File: config.mk
export PLATFORM = sky130hd
export DESIGN_NAME = strobe_sequencer
export DESIGN_NICKNAME = d
export VERILOG_FILES = /design/src/rtl/strobe_seq_pkg.sv /design/src/rtl/strobe_dwell_ctr.sv /design/src/rtl/strobe_sequencer.sv
export SDC_FILE = /design/constraint.sdc
export NUM_CORES = 1
export LEC_CHECK = 0
export ABC_AREA = 1
export CORE_AREA = 8 8 45 47
export CTS_CLUSTER_SIZE = 8
export DETAILED_ROUTE_END_ITERATION = 16
export DIE_AREA = 0 0 53 55
export PLACE_DENSITY = 0.7
export REMOVE_ABC_BUFFERS = 1
export SETUP_SLACK_MARGIN = 0.2
export SYNTH_ARGS = -nofsm -noshare
export SYNTH_HDL_FRONTEND = slang
export SYNTH_SLANG_ARGS = --single-unit
export TNS_END_PERCENT = 5
File: constraint.sdc
create_clock -name clk -period 1.1 [get_ports clk]
set_input_delay 0.22 -clock clk [delete_from_list [all_inputs] [get_ports clk]]
set_output_delay 0.22 -clock clk [all_outputs]
set_load 0.02 [all_outputs]
File: src/rtl/strobe_seq_pkg.sv
// Shared types and widths for the strobe sequencer.
// Hold/stall support is enabled by defining STROBE_SEQ_WAIT_EN.
package strobe_seq_pkg;

  typedef enum logic [1:0] {
    IDLE = 2'd0,
    RUN  = 2'd1,
    DONE = 2'd2
  } state_t;

  localparam int unsigned PHASE_W = 3;
  localparam int unsigned DWELL_W = 2;

  function automatic logic [DWELL_W-1:0] dwell_limit(input int unsigned dwell);
    return DWELL_W'(dwell - 1);
  endfunction

endpackage

File: src/rtl/strobe_dwell_ctr.sv
// Per-phase dwell counter: cleared by load, counts on enable,
// flags expired in the last cycle of a phase.
module strobe_dwell_ctr
  import strobe_seq_pkg::*;
#(
  parameter int unsigned DWELL = 1
) (
  input  logic clk,
  input  logic reset,
  input  logic load,
  input  logic enable,
  output logic expired
);

  localparam logic [DWELL_W-1:0] LIMIT = dwell_limit(DWELL);

  logic [DWELL_W-1:0] count_q;

  always_ff @(posedge clk or posedge reset) begin
    if (reset) begin
      count_q <= '0;
    end else if (load) begin
      count_q <= '0;
    end else if (enable) begin
      count_q <= count_q + 1'b1;
    end
  end

  assign expired = (count_q == LIMIT);

endmodule

File: src/rtl/strobe_sequencer.sv
// Steps a 3-to-8 decoder select through first..LAST_PHASE, DWELL cycles each.
// Define STROBE_SEQ_WAIT_EN to add the hold (stall) input.
module strobe_sequencer
  import strobe_seq_pkg::*;
#(
  parameter int unsigned LAST_PHASE = 7,
  parameter int unsigned DWELL      = 1
) (
  input  logic               clk,
  input  logic               reset,
  input  logic               start,
  input  logic [PHASE_W-1:0] first,
`ifdef STROBE_SEQ_WAIT_EN
  input  logic               hold,
`endif
  output logic [PHASE_W-1:0] sel,
  output logic               g2a_n,
  output logic               busy,
  output logic               done
);

  localparam logic [PHASE_W-1:0] LAST = LAST_PHASE[PHASE_W-1:0];

  state_t             state_q;
  state_t             state_n;
  logic [PHASE_W-1:0] phase_q;
  logic [PHASE_W-1:0] phase_n;
  logic               ctr_load;
  logic               ctr_en;
  logic               expired;
  logic               stall;

`ifdef STROBE_SEQ_WAIT_EN
  assign stall = hold;
`else
  assign stall = 1'b0;
`endif

  strobe_dwell_ctr #(
    .DWELL (DWELL)
  ) u_dwell (
    .clk     (clk),
    .reset   (reset),
    .load    (ctr_load),
    .enable  (ctr_en),
    .expired (expired)
  );

  // Phases past LAST end the run instead of wrapping through 7->0.
  always_comb begin
    state_n  = state_q;
    phase_n  = phase_q;
    ctr_load = 1'b0;
    ctr_en   = 1'b0;
    unique case (state_q)
      IDLE: begin
        if (start) begin
          state_n  = RUN;
          phase_n  = first;
          ctr_load = 1'b1;
        end
      end
      RUN: begin
        if (!stall) begin
          if (expired) begin
            ctr_load = 1'b1;
            if (phase_q >= LAST) begin
              state_n = DONE;
            end else begin
              phase_n = phase_q + 1'b1;
            end
          end else begin
            ctr_en = 1'b1;
          end
        end
      end
      DONE: begin
        state_n = IDLE;
      end
      default: begin
        state_n = IDLE;
      end
    endcase
  end

  // sel and the strobes share one register stage so they switch together.
  always_ff @(posedge clk or posedge reset) begin
    if (reset) begin
      state_q <= IDLE;
      phase_q <= '0;
      g2a_n   <= 1'b1;
      busy    <= 1'b0;
      done    <= 1'b0;
    end else begin
      state_q <= state_n;
      phase_q <= phase_n;
      g2a_n   <= (state_n != RUN);
      busy    <= (state_n != IDLE);
      done    <= (state_n == DONE);
    end
  end

  assign sel = phase_q;

endmodule
# Word-level counts from Yosys, hierarchy flattened
# Index checks and enable logic that the tools add are counted.
[op_classes] shift=0 n_div=0 n_bitwise=0 n_eq_ne=6 n_mul=0 reduce_logical=6 magnitude_cmp=1 addsub=2 muxes=15
[ops] op="2-bit two-way mux" count=5
[ops] op="3-bit two-way mux" count=3
[ops] op="2-bit != test, second input constant" count=3
[ops] op="3-bit case mux with 2 select lines" count=1
[ops] op="2-bit nonzero test" count=3
[ops] op="2-bit logical NOT" count=2
[ops] op="1-bit two-way mux" count=4
[ops] op="2-bit case mux with 2 select lines" count=1
[ops] op="4-bit AND reduction" count=1
[ops] op="3-bit by 1-bit adder with 3-bit output, second input constant" count=1
[ops] op="3-bit greater-or-equal comparator, second input constant" count=1
[ops] op="2-bit by 1-bit adder with 2-bit output, second input constant" count=1
[ops] op="2-bit by 1-bit == test with 1-bit output, second input constant" count=1
[ops] op="2-bit == test, second input constant" count=1
[ops] op="2-bit by 1-bit != test with 1-bit output, second input constant" count=1
[ops] op="1-bit case mux with 2 select lines" count=1
[word_totals] mem_bits_ro=0 latchBits=0 output_inout_bits=6 memories=0 register_bits=10 elab_cells=36 ram_bits=0

# Longest topological paths before layout
# Gate-level depths: netlist (run 1).
[logic_depth] word_depth=5 depth_mapped=8 ltp_nobuf=8

# Hierarchy
# A second synthesis (run 1) with hierarchy kept.
[unflattened] hier_cells=64 area_unflattened_um2=505.5
[by_module_without_submodules] mod="strobe_sequencer" seq_area_each_um2=201.4 instances=1 cells_per_inst=49 area_per_inst_um2=396.6
[by_module_without_submodules] mod="strobe_dwell_ctr" seq_area_each_um2=50.0 instances=1 cells_per_inst=15 area_per_inst_um2=108.9

# Worst setup path before layout (run 1)
# Ideal clock, no wire load.
[synth_timing] path_type="register -> register" from="register phase_q[0] (netlist: sel[0])" to="register phase_q[0] (netlist: sel[0])" n_path_buf=0 stages_incl_launch_ff=9 t_arrival_ps=1222 synth_period_minus_slack_ps=1340 required_time_ps=983 setup_time_ps=117 path_slack_ps=-240 cell_sequence="dfrtp_1 > ha_1 > ha_1 > clkinv_1 > nand2_1 > nand2_1 > nand2_2 > nand2_1 > nand2_1"
[synth_between] elab_chain_cells=4 elab_cells_between_ends=7 cone_classes="add/sub: 1; order compare: 1; eq/ne: 1; mux: 3; reduce/logical: 1"
[synth_rtl] element="from (decl)" line_no="strobe_sequencer.sv:26" text="logic [PHASE_W-1:0] phase_q;"
[synth_rtl] element="from (signal assigned)" line_no="strobe_sequencer.sv:96" text="phase_q <= phase_n;"
[synth_rtl] element="3-bit by 1-bit adder with 3-bit output" line_no="strobe_sequencer.sv:70" text="phase_n = phase_q + 1'b1;"
[synth_rtl] element="3-bit two-way mux" line_no="strobe_sequencer.sv:67" text="if (phase_q >= LAST) begin"
[synth_rtl] element="3-bit two-way mux" line_no="strobe_sequencer.sv:65" text="if (expired) begin"
[synth_rtl] element="3-bit case mux with 2 select lines" line_no="strobe_sequencer.sv:55" text="unique case (state_q)"
# Several ways; a longest one is shown, not always the timed one. The select of a mux whose other input is x is not followed.
# A chain may end at the register's enable or synchronous reset.

# Final worst setup path (run 1)
[layout_timing] from="register phase_q[0] (netlist: sel[0])" to="register phase_q[2] (netlist: sel[2])"
# Same word-level chain as after synthesis.

==> impl_metrics.csv, run 1 <==
group,metric,value,unit
placed_design,dp.cells,90,
global_route,globalRouteTotalUtil,8.70,%
critical_path,crit_slowest_cell,"dfrtp_1",
job,maxCapViolations,0,
routing,wire_per_inst,11.8,µm
run_status,violations_in_the_final_reports,"negative setup slack",
sta,report.final.hold_viol_count,0,
routing,drtPass1Iterations,2,
power_and_ir_drop,powerDensity,3020,nW/µm²
critical_path,ff2ff_setup_slack,-110,ps
logic_synthesis,ys_ff_latch,10,
routing,drt-vias-per-instance,4.65,
placed_design,port_buffers,11,
critical_path,cp.required,1250,ps
sta,timing.final.ws_setup,-109,ps
finish,multi_input_comb_area,282,µm²
global_route,first_global_vias,455,
sta,timing.final.max_slew_violations,0,
critical_path,timing.critical_path.mode_cell,"nand2_4",
sta,fin_worst_skew,13.1,ps
sta,period_share,110,%
finish,antenna_cells_inserted,0,
finish,layout-drive-gt1-share,47.4,%
floorplanning,dieArea,2920,µm²
sta,final-setup-viol-count,7,
placed_design,post-dp-hpwl,825,µm
critical_path,critPathCaptureType,"flop",
clock_tree,cts_setup_buffers,0,
sta,tightest_slew,378,ps
clock_tree,clk_latency,270,ps
finish,nFillCells,133,
critical_path,timing.critical_path.fanout_max,4,
logic_synthesis,synth_seq_area_share,49.1,%
finish,postLayoutCoreUtil,54.4,%
floorplanning,die-height,55,µm
finish,layout_commonest_cell,"nand2_1",
placed_design,place_congestion,0.743,
clock_tree,cts_buffer_depth,2,
sta,slew_headroom,74.8,%
floorplanning,floorplan.initialDensity,37.0,%
min_path,min-delay-path-class,"input port to asynchronous set/reset pin",
logic_synthesis,synth.distinct_cells,17,
sta,achievable-frequency,827,MHz
run_status,outcome,"finished with violations",
global_route,globalRouteOverflowTotal,0,
logic_synthesis,number_of_warning_messages_in_the_yosys_log,0,
routing,finalWirelength,1110,µm
routing,drtIter0Drc,6,
clock_tree,cts.hold.buffers_added,0,
critical_path,startpoint_type,"flop",
floorplanning,num_io_pins,12,
critical_path,crit_chain,"ha_2 > ha_4 > clkinv_2 > nand2_4 > nand2_4 > nand2_4 > nand2_1 > nand2_1",
power_and_ir_drop,irDropWorstVdd,1530,µV
logic_synthesis,synth.avg_cell_area,8.67,µm²
clock_tree,library_cell_used_as_clock_root_buffer,"clkbuf_4",
logic_synthesis,synth_cells,59,
sta,grt_setup_unrepaired,"true",
finish,layout.cells.non_filler,94,
logic_synthesis,post_synth_main_area_contributors,"dfrtp_1 (44%), nand2_1 (12%), nand3_1 (7.8%), ha_1 (7.3%), dfstp_2 (5.1%)",
power_and_ir_drop,power.leakage,0.375,nW
routing,via_count,437,
floorplanning,fp-row-count,14,
finish,layout.nets,88,
clock_tree,cts_inserted_buffers,3,
finish,synthToLayoutAreaGrowth,47.2,%
floorplanning,placeableCoreArea,1380,µm²
floorplanning,die_w,53,µm
logic_synthesis,post-synth-top-area-cell,"dfrtp_1",
sta,layout_min_cycle_time,1210,ps
critical_path,crit_type,"flop to flop",
critical_path,delay_of_the_slowest_critical_path_stage,400,ps
critical_path,arrival,1360,ps
global_route,grt_max_degree,11,
finish,register_area,253,µm²
routing,drc,0,
global_route,grt_pass1_wl,1860,µm
logic_synthesis,syn-cell-area,512,µm²
clock_tree,clk_pin_slew_worst_paths,70,ps
logic_synthesis,synthDominantCellAreaShare,44.0,%
clock_tree,tritoncts,"done",
finish,layout_common_cells,"nand2_1 (12), dfrtp_1 (8), nand3_1 (6), buf_4 (6), clkdlybuf4s50_1 (5)",
clock_tree,cts.sinks,10,
clock_tree,cts.htree.levels,1,
global_route,grt_antenna_before_repair,0,
routing,final_antenna_net_count,0,
-- registers in the layout (all words and copies together) (netlist names) --
name / count
sel: 3
state_q: 2
u_dwell.count_q: 2
busy: 1
done: 1
g2a_n: 1
-- routing by layer --
layer | global-route usage [%] | routed length [µm] | vias up
li1 | - | - | 225
met1 | 7.92 | 445 | 204
met2 | 15.8 | 606 | 8
met3 | 3.74 | 58 | 0
met4 | 5.17 | 0 | 0
met5 | 0 | 0 | -
-- cells by family after synthesis --
logic type,after synthesis,synth area share [%]
compound gates,2,1.95
buf+inv,8,6.60
fa+ha+maj,3,7.34
flops,10,49.1
simple gates,36,35.0
-- area by class of cell --
type	instances	area share, %
Clock buffer	4	3.49
Multi-Input combinational cell	41	37.4
Inverter	7	3.65
Tap cell	16	2.66
Sequential cell	10	33.6
Timing Repair Buffer	16	19.3
-- cell usage after synthesis (all sizes together) --
library cell and n:
nor2 6, dfrtp 9, nand2 19, a21oi 1, clkinv 1, nand3 10
inv 6, buf 1, ha 3, dfstp 1, nand3b 1, o21ai 1
-- critical path, delay by kind of cell, from the launching register on --
family                   cells  cell delay [ps]
flip-flops                   1              400
adder cells (fa/ha/maj)      2              360
AND/OR/NAND/NOR              5              280
buffers and inverters        1               50
-- final timing paths --
path                                    start                  to  cells past startpoint
hold / removal                          reset              sel[0]                      2
hold reg to reg            u_dwell.count_q[0]  u_dwell.count_q[0]                      2
max in group asynchronous               reset               g2a_n                      2
setup / recovery                       sel[0]              sel[2]                      8
min in group clk           u_dwell.count_q[0]  u_dwell.count_q[0]                      2
setup reg to reg                       sel[0]              sel[2]                      8
-- per-stage QoR --
step	cell area [µm²]	hold slack [ps]	setup slack [ps]	power [mW]	setup TNS (ps)
detailed placement	672	521	-210	1.84	-1690
global route	753	264	-173	2.49	-933
global placement	672	508	-207	1.82	-1460
finish	753	232	-109	2.28	-410
floorplan	504	59.5	-241	1.40	-1210
CTS	718	233	-131	2.16	-684
-- what timing repair did --
action                                  4_1_cts  5_1_grt
pin swaps                                     7        6
resized for setup                            36       13
endpoints found under the setup margin       16       16
-- report_power, final --
group	internal (mW)	switching, mW
Clock	0.140	0.121
Combinational	0.631	0.722
Sequential	0.531	0.132
(Power assumes the default switching activity.)
==> inputs of run 2 (changes only) <==
--- a/config.mk
+++ b/config.mk
@@ -10,6 +10,7 @@
 export CTS_CLUSTER_SIZE = 8
 export DETAILED_ROUTE_END_ITERATION = 16
 export DIE_AREA = 0 0 53 55
+export GPL_TIMING_DRIVEN = 1
 export PLACE_DENSITY = 0.7
 export REMOVE_ABC_BUFFERS = 1
 export SETUP_SLACK_MARGIN = 0.2
==> results of run 2 <==
Final layout, timing and power as in run 1 (identical DEF).
==> inputs of run 3 (changes only) <==
--- a/config.mk
+++ b/config.mk
@@ -5,13 +5,12 @@
 export SDC_FILE = /design/constraint.sdc
 export NUM_CORES = 1
 export LEC_CHECK = 0
-export ABC_AREA = 1
-export CORE_AREA = 8 8 45 47
+export CORE_MARGIN = 4
+export CORE_UTILIZATION = 42
 export CTS_CLUSTER_SIZE = 8
 export DETAILED_ROUTE_END_ITERATION = 16
-export DIE_AREA = 0 0 53 55
 export GPL_TIMING_DRIVEN = 1
-export PLACE_DENSITY = 0.7
+export PLACE_DENSITY = 0.74
 export REMOVE_ABC_BUFFERS = 1
 export SETUP_SLACK_MARGIN = 0.2
 export SYNTH_ARGS = -nofsm -noshare
==> impl_metrics.csv, run 3 <==
group,metric,value,unit
routing,drtIter0Drc,15,
sta,whs,248,ps
clock_tree,clk_pin_slew_worst_paths,70,ps
routing,via_count,479,
power_and_ir_drop,totalPowerFinal,2.68,mW
finish,layout_common_cells,"buf_4 (15), dfrtp_1 (8), buf_6 (7)",
global_route,grt_max_degree,11,
routing,finalWirelength,1450,µm
logic_synthesis,synth_seq_area_share,45.8,%
global_route,first_global_vias,495,
logic_synthesis,synth_ff_type,"dfrtp_1",
sta,grt_setup_unrepaired,"true",
logic_synthesis,synth.most_common_cell,"dfrtp_1",
routing,met3WireLength,63,µm
routing,route.layer.met1.wl,616,µm
routing,final_antenna_net_count,0,
placed_design,dp.cells,87,
finish,nFillCells,80,
finish,antenna_cells_inserted,0,
global_route,globalRouteTotalUtil,15.8,%
clock_tree,cts_setup_buffers,0,
placed_design,post-dp-hpwl,893,µm
finish,design_area,887,µm²
critical_path,regToRegStartpoint,"sel[0]",
min_path,min-delay-path-class,"input port to asynchronous set/reset pin",
critical_path,reg2reg_to,"sel[1]",
sta,slew_headroom,73.2,%
logic_synthesis,synth.distinct_cells,24,
sta,fin_tns_setup,-3520,ps
routing,drtPass1Iterations,4,
routing,route.met2.wl,717,µm
run_status,violations_in_the_final_reports,"negative setup slack",
routing,wire_per_inst,15.9,µm
critical_path,timing.critical_path.fanout_max,2,
finish,largest_register_ffs,3,
critical_path,critPathCaptureType,"flop",
power_and_ir_drop,irDropWorstVdd,1660,µV
logic_synthesis,number_of_warning_messages_in_the_yosys_log,0,
floorplanning,die-height,44.2,µm
clock_tree,cts_buffer_depth,2,
logic_synthesis,post_synth_main_area_contributors,"dfrtp_1 (41%), ha_1 (6.8%), mux2_4 (5.5%), dfstp_2 (4.8%), mux2_2 (4.1%)",
finish,layout.cells.non_filler,91,
routing,drt-vias-per-instance,5.26,
clock_tree,cts.htree.levels,1,
sta,report.final.hold_viol_count,0,
floorplanning,placeableCoreArea,1170,µm²
critical_path,crit_type,"flop to flop",
job,maxCapViolations,0,
sta,timing.final.max_slew_violations,0,
logic_synthesis,commonest_cells_in_the_netlist,"dfrtp_1 (9), inv_1 (5), nand2_1 (4)",
logic_synthesis,async_reset_ff_share,100,%
logic_synthesis,synthDominantCellAreaShare,41.0,%
floorplanning,fp-row-count,12,
floorplanning,floorplan.initialDensity,46.9,%
global_route,globalRouteOverflowTotal,0,
clock_tree,tritoncts,"done",
placed_design,port_buffers,11,
finish,layout.nets,87,
logic_synthesis,number_of_enable_flip_flop_cells_after_synthesis,0,
finish,layout-drive-gt1-share,58.4,%
floorplanning,dieArea,1950,µm²
sta,achievable-frequency,592,MHz
placed_design,pre_cts_ws,-623,ps
critical_path,arrival,1840,ps
logic_synthesis,post-synth-top-area-cell,"dfrtp_1",
logic_synthesis,synth.avg_cell_area,11.4,µm²
logic_synthesis,syn-cell-area,549,µm²
placed_design,post_dp_cell_area,778,µm²
power_and_ir_drop,power.leakage,0.423,nW
power_and_ir_drop,powerDensity,3020,nW/µm²
finish,layout_commonest_cell,"buf_4",
sta,fin_worst_skew,2.25,ps
clock_tree,cts_inserted_buffers,3,
sta,timing.final.ws_setup,-589,ps
routing,highest-signal-layer,"met4",
logic_synthesis,synth_cells,48,
run_status,outcome,"finished with violations",
critical_path,cp.required,1250,ps
critical_path,reg2reg_depth,5,
floorplanning,num_io_pins,12,
routing,drc,0,
sta,period_share,154,%
clock_tree,cts.sinks,10,
clock_tree,clk_latency,260,ps
finish,postLayoutCoreUtil,75.7,%
clock_tree,library_cell_used_as_clock_root_buffer,"clkbuf_4",
critical_path,ff2ff_setup_slack,-590,ps
sta,tightest_slew,402,ps
global_route,grt_antenna_before_repair,0,
sta,final-setup-viol-count,13,
logic_synthesis,ys_ff_latch,10,
critical_path,startpoint_type,"flop",
placed_design,place_congestion,0.743,
finish,synthToLayoutAreaGrowth,61.5,%
sta,layout_min_cycle_time,1690,ps
floorplanning,die_w,44.2,µm
global_route,grt_pass1_wl,2190,µm
## run 3: critical path, cell delays in order, from the launching register on
cell and delay (ps):
dfrtp_1 410, ha_2 210, ha_4 160, a31o_4 220, a211oi_4 260, mux2_4 320
## run 3: cell families (layout without fill, tap and decap cells)
logic type	Yosys count	in the layout	share of synthesized area [%]
simple gates	12	12	13.9
compound gates	11	11	15.3
flops	10	10	45.8
buf+inv	7	36	6.83
mux	5	5	11.4
fa+ha+maj	3	3	6.83
## run 3: metal layers
layer / vias up / global-route usage, %
met5: - / 0
met1: 231 / 18.1
met2: 15 / 25.9
met4: 0 / 12.7
met3: 6 / 2.44
li1: 227 / -
## run 3: what timing repair did
item	CTS	global route
gates resized for setup	45	6
pin swaps	5	0
hold buffers	0	0
endpoints found under the setup margin	16	16
## run 3: layout make-up
class	instances	area, µm²	area share, %
sequential	10	253	28.5
inverter	5	18.8	2.12
timing repair buffer	27	241	27.2
multi-input combinational	31	320	36.1
tap	14	17.5	1.97
clock buffer	4	36.3	4.09
## run 3: worst max-delay path by stage
stage	start	endpoint	depth (start not counted)
after global placement	sel[0]	sel[1]	5
after detailed placement	sel[0]	sel[1]	5
after global routing	sel[0]	sel[1]	5
after CTS	sel[1]	sel[1]	5
after floorplan	sel[0]	sel[1]	5
final	sel[0]	sel[1]	5
## run 3: report_power, final
part           leakage, nW  switching, mW  internal [mW]  total, mW
Clock               0.0210          0.131          0.201      0.332
Combinational        0.282          0.711          0.989       1.70
Sequential           0.121          0.127          0.522      0.649
Total                0.423          0.968           1.71       2.68
==> edit 1 (config.mk and constraints of run 1) <==
Re-encode `state_t` (3 states) as one-hot, 3 bits wide.
--- a/src/rtl/strobe_seq_pkg.sv
+++ b/src/rtl/strobe_seq_pkg.sv
@@ -2,10 +2,10 @@
 // Hold/stall support is enabled by defining STROBE_SEQ_WAIT_EN.
 package strobe_seq_pkg;
 
-  typedef enum logic [1:0] {
-    IDLE = 2'd0,
-    RUN  = 2'd1,
-    DONE = 2'd2
+  typedef enum logic [2:0] {
+    IDLE = 3'b001,
+    RUN  = 3'b010,
+    DONE = 3'b100
   } state_t;
 
   localparam int unsigned PHASE_W = 3;
Formal check against the unedited RTL: same outputs for any inputs over 10 cycles, from zero or initial values and one cycle with reset high; not proved beyond that.
==> edit 1 against run 1 <==
The run still ends with negative setup slack left. Critical path type unchanged. Wire length up 7.3%. Cell count up 11%. Cell area up 11%. Total power down 9.7%. Sequential share of layout area down 0.32 points. Worst setup slack worse by 0.11 ns. Area after synthesis up 14%. Highest routed layer is now met4. Largest power group unchanged. Sequential cell count up 1.
==> edit 1: results (changes against run 1) <==
Synth
  – Seq/Total Area, Yosys: 0.477 (-0.0140)
  – Synth Area in Adders: 0.0645 (-0.00883)
  – Post-synthesis compound-gate area fraction: 0.0538 (+0.0342)
  – Unique masters post-synth: 16 (-1)
  – Top cells by area, synth: dfrtp_1, nand2_1, dfstp_2
  – Area leader, netlist: dfrtp_1
  – Asr flop ratio synth: 1.00 (unchanged)
  – YS warnings: 0 (unchanged)
  – Synth Area in XOR/XNOR: 0 (unchanged)
  – Synth top cells by count: nand2_1, dfrtp_1, nand3_1
  – Mux contribution to synthesized area: 0 (unchanged)

GRT
  – First-pass GRT wire length: 2210 µm (+19%)
  – Vias in the first global route: 523 (+15%)
  – Largest net degree at the start of global routing: 12 (+1)
  – Antenna violations before repair: 0 (unchanged)
  – All-layer global routing usage: 0.104 (+0.0173)

Clock tree
  – Root Buffer: clkbuf_4
  – Post-CTS setup buffer count: 0 (unchanged)
  – CTS Buf Count: 3 (unchanged)
  – Clk_lat worst skew: 0.26 ns
  – CTS Buffer Depth: 2 (unchanged)
  – Number of H-tree levels: 1 (unchanged)
  – Reg clk slew, reported paths: 0.07 ns (about the same)

Placement
  – Routability cong.: 0.832 (+12%)
  – DP Worst Slack: -0.284 ns (-0.0734 ns)
  – Hpwl dp: 918 µm (+11%)
  – Placed Area: 779 µm² (+16%)
  – I/O Buffers: 11 (unchanged)

Layout
  – # fillers: 133 (unchanged)
  – NumNets Final: 98 (+11%)
  – Antenna diode count: 0 (unchanged)
  – Share of cells above drive strength 1: 0.466 (-0.00845)

Worst setup path
  – Reg2reg path depth: 8 (unchanged)
  – CP peak stage delay: 0.40 ns (about the same)
  – Crit-path max FO: 4 (unchanged)
  – CP top delay family: flip-flops
  – CP max stage cell: dfrtp_1

Route
  – Vias per inst: 4.65 (+0.11%)
  – Initial drt markers: 4 (-2)
  – DR pass1 iterations: 4 (+2)
  – Routed len/inst: 11.5 µm (-3.0%)
  – Remaining antenna violation count: 0 (unchanged)

Run status
  – Status: finished with violations
  – Violated checks: negative setup slack

Timing
  – Final setup fails: 12 (+5)
  – Worst Max-Slew Pin Slew: 0.222 ns (-0.157 ns)
  – Clk_skew: 0.000629 ns (-0.0125 ns)
  – Final WS setup: -0.223 ns (-0.114 ns)

Power and ir drop
  – Lkg Pwr: 0.424 nW (+13%)
  – Peak supply drop: 1550 µV (+1.2%)

Flow run
  – # Max-Cap Violations: 0 (unchanged)

Worst hold path
  – Hold WC Path Type: in2async
==> edit 1: cell count changes after synthesis, sizes merged, moves of 2 or more <==
| cell | before | now |
|---|---|---|
| nor2 | 6 | 3 |
| inv | 6 | 13 |
| nor3b | 0 | 2 |
| o21ai | 1 | 4 |
==> edit 1: metal layers <==
layer | vias up | GRT usage | share of wire
met1 | 224 | 0.103 | 0.39
li1 | 245 | - | -
met3 | 2 | 0.0428 | 0.085
met5 | - | 0 | 0
met2 | 13 | 0.186 | 0.51
met4 | 0 | 0.0517 | 0.012
==> edit 1: timing repair <==
item	4_1_cts	5_1_grt
setup endpoints to repair	17	17
gates resized for setup	40	2
pin swaps	5	3
hold buffers	0	0
==> edit 1: cells by family after synthesis <==
logic type               count (synthesis)
flip-flops                              11
AO/OA/AOI/OAI                            4
adder cells (fa/ha/maj)                  3
buffers and inverters                   13
AND/OR/NAND/NOR                         33
==> edit 1: power breakdown <==
group / switching [W] / internal, W
logic: 0.000621 / 0.000515
registers: 0.0000914 / 0.000555
clock network: 0.000134 / 0.000140
==> edit 1: worst register-to-register path: cells and delay by family, from the launching register on <==
kind | cells | cell delay [ns]
flops | 1 | 0.40
compound gates | 1 | 0.16
simple gates | 4 | 0.24
buf+inv | 1 | 0.05
fa+ha+maj | 2 | 0.36
==> edit 1: worst paths after layout <==
check / from / end / slack, ns
setup / recovery: sel[1] / sel[0] / -0.22
hold / removal: reset / sel[2] / 0.23
setup reg to reg: sel[1] / sel[0] / -0.22
hold reg to reg: u_dwell.count_q[1] / u_dwell.count_q[1] / 0.56
max in group asynchronous: reset / g2a_n / 0.64
min in group clk: u_dwell.count_q[1] / u_dwell.count_q[1] / 0.56
==> edit 1: area by class of cell <==
type | count | area, µm² | area share
clock buffers | 4 | 26.3 | 0.0314
repair buffers | 20 | 178 | 0.213
flip-flops and latches | 11 | 278 | 0.332
multi-input cells | 40 | 283 | 0.338
inverters | 13 | 51.3 | 0.0614
well taps | 16 | 20.0 | 0.0240
==> edit 1: metrics by stage <==
| step | TNS [ns] | std cells | utilization |
|---|---|---|---|
| 2_1_floorplan | -1.82 | 64 | - |
| 3_5_place_dp | -2.22 | 100 | 0.563 |
| 6_report | -1.12 | 104 | 0.604 |
| 3_3_place_gp | -1.80 | 100 | 0.563 |
| 4_1_cts | -1.27 | 104 | 0.599 |
| 5_1_grt | -2.06 | 104 | 0.604 |
==> edit 2 (flow settings as in run 1) <==
Without the edit above. Build with the macro `STROBE_SEQ_WAIT_EN` defined.
--- a/src/rtl/strobe_sequencer.sv
+++ b/src/rtl/strobe_sequencer.sv
@@ -1,5 +1,7 @@
 // Steps a 3-to-8 decoder select through first..LAST_PHASE, DWELL cycles each.
 // Define STROBE_SEQ_WAIT_EN to add the hold (stall) input.
+`define STROBE_SEQ_WAIT_EN
+
 module strobe_sequencer
   import strobe_seq_pkg::*;
 #(
Interface: changed (added hold); port bits go from 12 to 13. No check against the original RTL was run, so the function may have changed too.
==> edit 2 against run 1 <==
The run still ends with negative setup slack left. Critical path depth did not move. Sequential cell count unchanged. Worst setup slack got worse by 0.0038 ns. Via count grew 20%. First-iteration DRC count rose by 17%. Wire length rose by 11%. Non-clock buffer count grew 7. Sequential power shrank 16%. Cell area is 13% higher. Area after synthesis up 3.4%. Total power shrank 12%.
==> edit 2: results (changes against run 1) <==
Run status
  – Status: finished with violations
  – Violated checks: negative setup slack

Timing
  – Clk_skew: 0.000465 ns (-0.0126 ns)
  – Final setup fails: 12 (+5)
  – Setup TNS: -0.797 ns (-0.387 ns)
  – WHS: 0.217 ns (-0.0151 ns)
  – Relative slew margins: 0.819 (+0.0715)
  – Final WS setup: -0.113 ns (-0.00381 ns)

Synth
  – Seq/Total Area, Yosys: 0.475 (-0.0163)
  – Top cells by area, synth: dfrtp_1, nand2_1, nand3_1
  – Synth Flop Type: dfrtp_1
  – Asr flop ratio synth: 1.00 (unchanged)
  – Unique masters post-synth: 12 (-5)
  – Cells after synthesis: 68 (+15%)
  – Top-area cell type share of the netlist area: 0.426 (-0.0146)
  – Synth top cells by count: nand2_1, inv_1, dfrtp_1

Worst setup path
  – Reg2reg path depth: 8 (unchanged)
  – CP top delay family: flip-flops
  – Crit path launch: sel[1]
  – Worst endpoint data arrival time: 1.38 ns (+0.02 ns)

Route
  – Initial drt markers: 7 (+1)
  – Vias: 523 (+20%)
  – Final Routed Wirelength: 1230 µm (+11%)
  – DR pass1 iterations: 4 (+2)

Layout
  – Signal buf overhead: 0.244 (+0.0514)
  – Sequential cell area: 251 µm² (-0.49%)
  – Multi-input comb cells: 46 (+12%)
  – Area Growth Syn to Fin: 60.8%
  – # fillers: 113 (-15%)
  – Multi-input logic area: 290 µm² (+3.1%)
  – Inverters: 12 (+5)
  – Bufs w/o clock: 23 (+7)
  – NumNets Final: 106 (+20%)
  – Share of cells above drive strength 1: 0.411 (-0.0638)
  – Non-Filler Instances: 111 (+18%)
  – Clock-cell share of area: 0.0426 (+0.00776)

Placement
  – Dpl cells: 105 (+17%)
  – Placed Area: 737 µm² (+9.7%)
  – Hpwl dp: 904 µm (+9.6%)
  – Routability cong.: 0.771 (+3.8%)
  – I/O Buffers: 12 (+1)
  – DP Worst Slack: -0.233 ns (-0.0232 ns)

Power and ir drop
  – Peak supply drop: 1170 µV (-24%)
  – Internal: 0.00124 W (-4.5%)
  – Power, Total: 0.00201 W (-12%)
  – Combinational power share: 0.554 (-0.040)
  – Clock Power Share: 0.168 (+0.053)
  – Lkg Pwr: 0.449 nW (+20%)

Clock tree
  – Number of H-tree levels: 1 (unchanged)
  – CTS Buf Count: 3 (unchanged)
  – PostCTS Resize Cnt: 44 (+22%)

GRT
  – Vias in the first global route: 514 (+13%)
  – Antenna violations before repair: 0 (unchanged)
  – First-pass GRT wire length: 2010 µm (+8.5%)
  – All-layer global routing usage: 0.0933 (+0.00631)
[edit 2: cell count changes after synthesis, sizes merged]
cell	run 1	this run
a21oi	1	0
buf	1	0
clkinv	1	0
inv	6	12
nand2	19	24
nand3	10	8
nand3b	1	0
nand4	0	2
nor2	6	8
nor3	0	1
o21ai	1	0
[edit 2: worst min-delay path, delay by kind of cell]
family   cells  cell delay (ns)
buf+inv      3             0.61
[edit 2: cells by family (layout without fill, tap and decap cells)]
kind of cell | Yosys count | after routing | share of synthesized area
AND/OR/NAND/NOR | 43 | 43 | 0.369
buffers and inverters | 12 | 39 | 0.0851
flip-flops | 10 | 10 | 0.475
adder cells (fa/ha/maj) | 3 | 3 | 0.0709
[edit 2: metal layers]
| layer | vias up | part of all wire | GRT usage |
|---|---|---|---|
| li1 | 267 | - | - |
| met1 | 240 | 0.38 | 0.0955 |
| met5 | - | 0 | 0 |
| met4 | 0 | 0.022 | 0.0517 |
| met2 | 12 | 0.52 | 0.160 |
| met3 | 4 | 0.081 | 0.0374 |
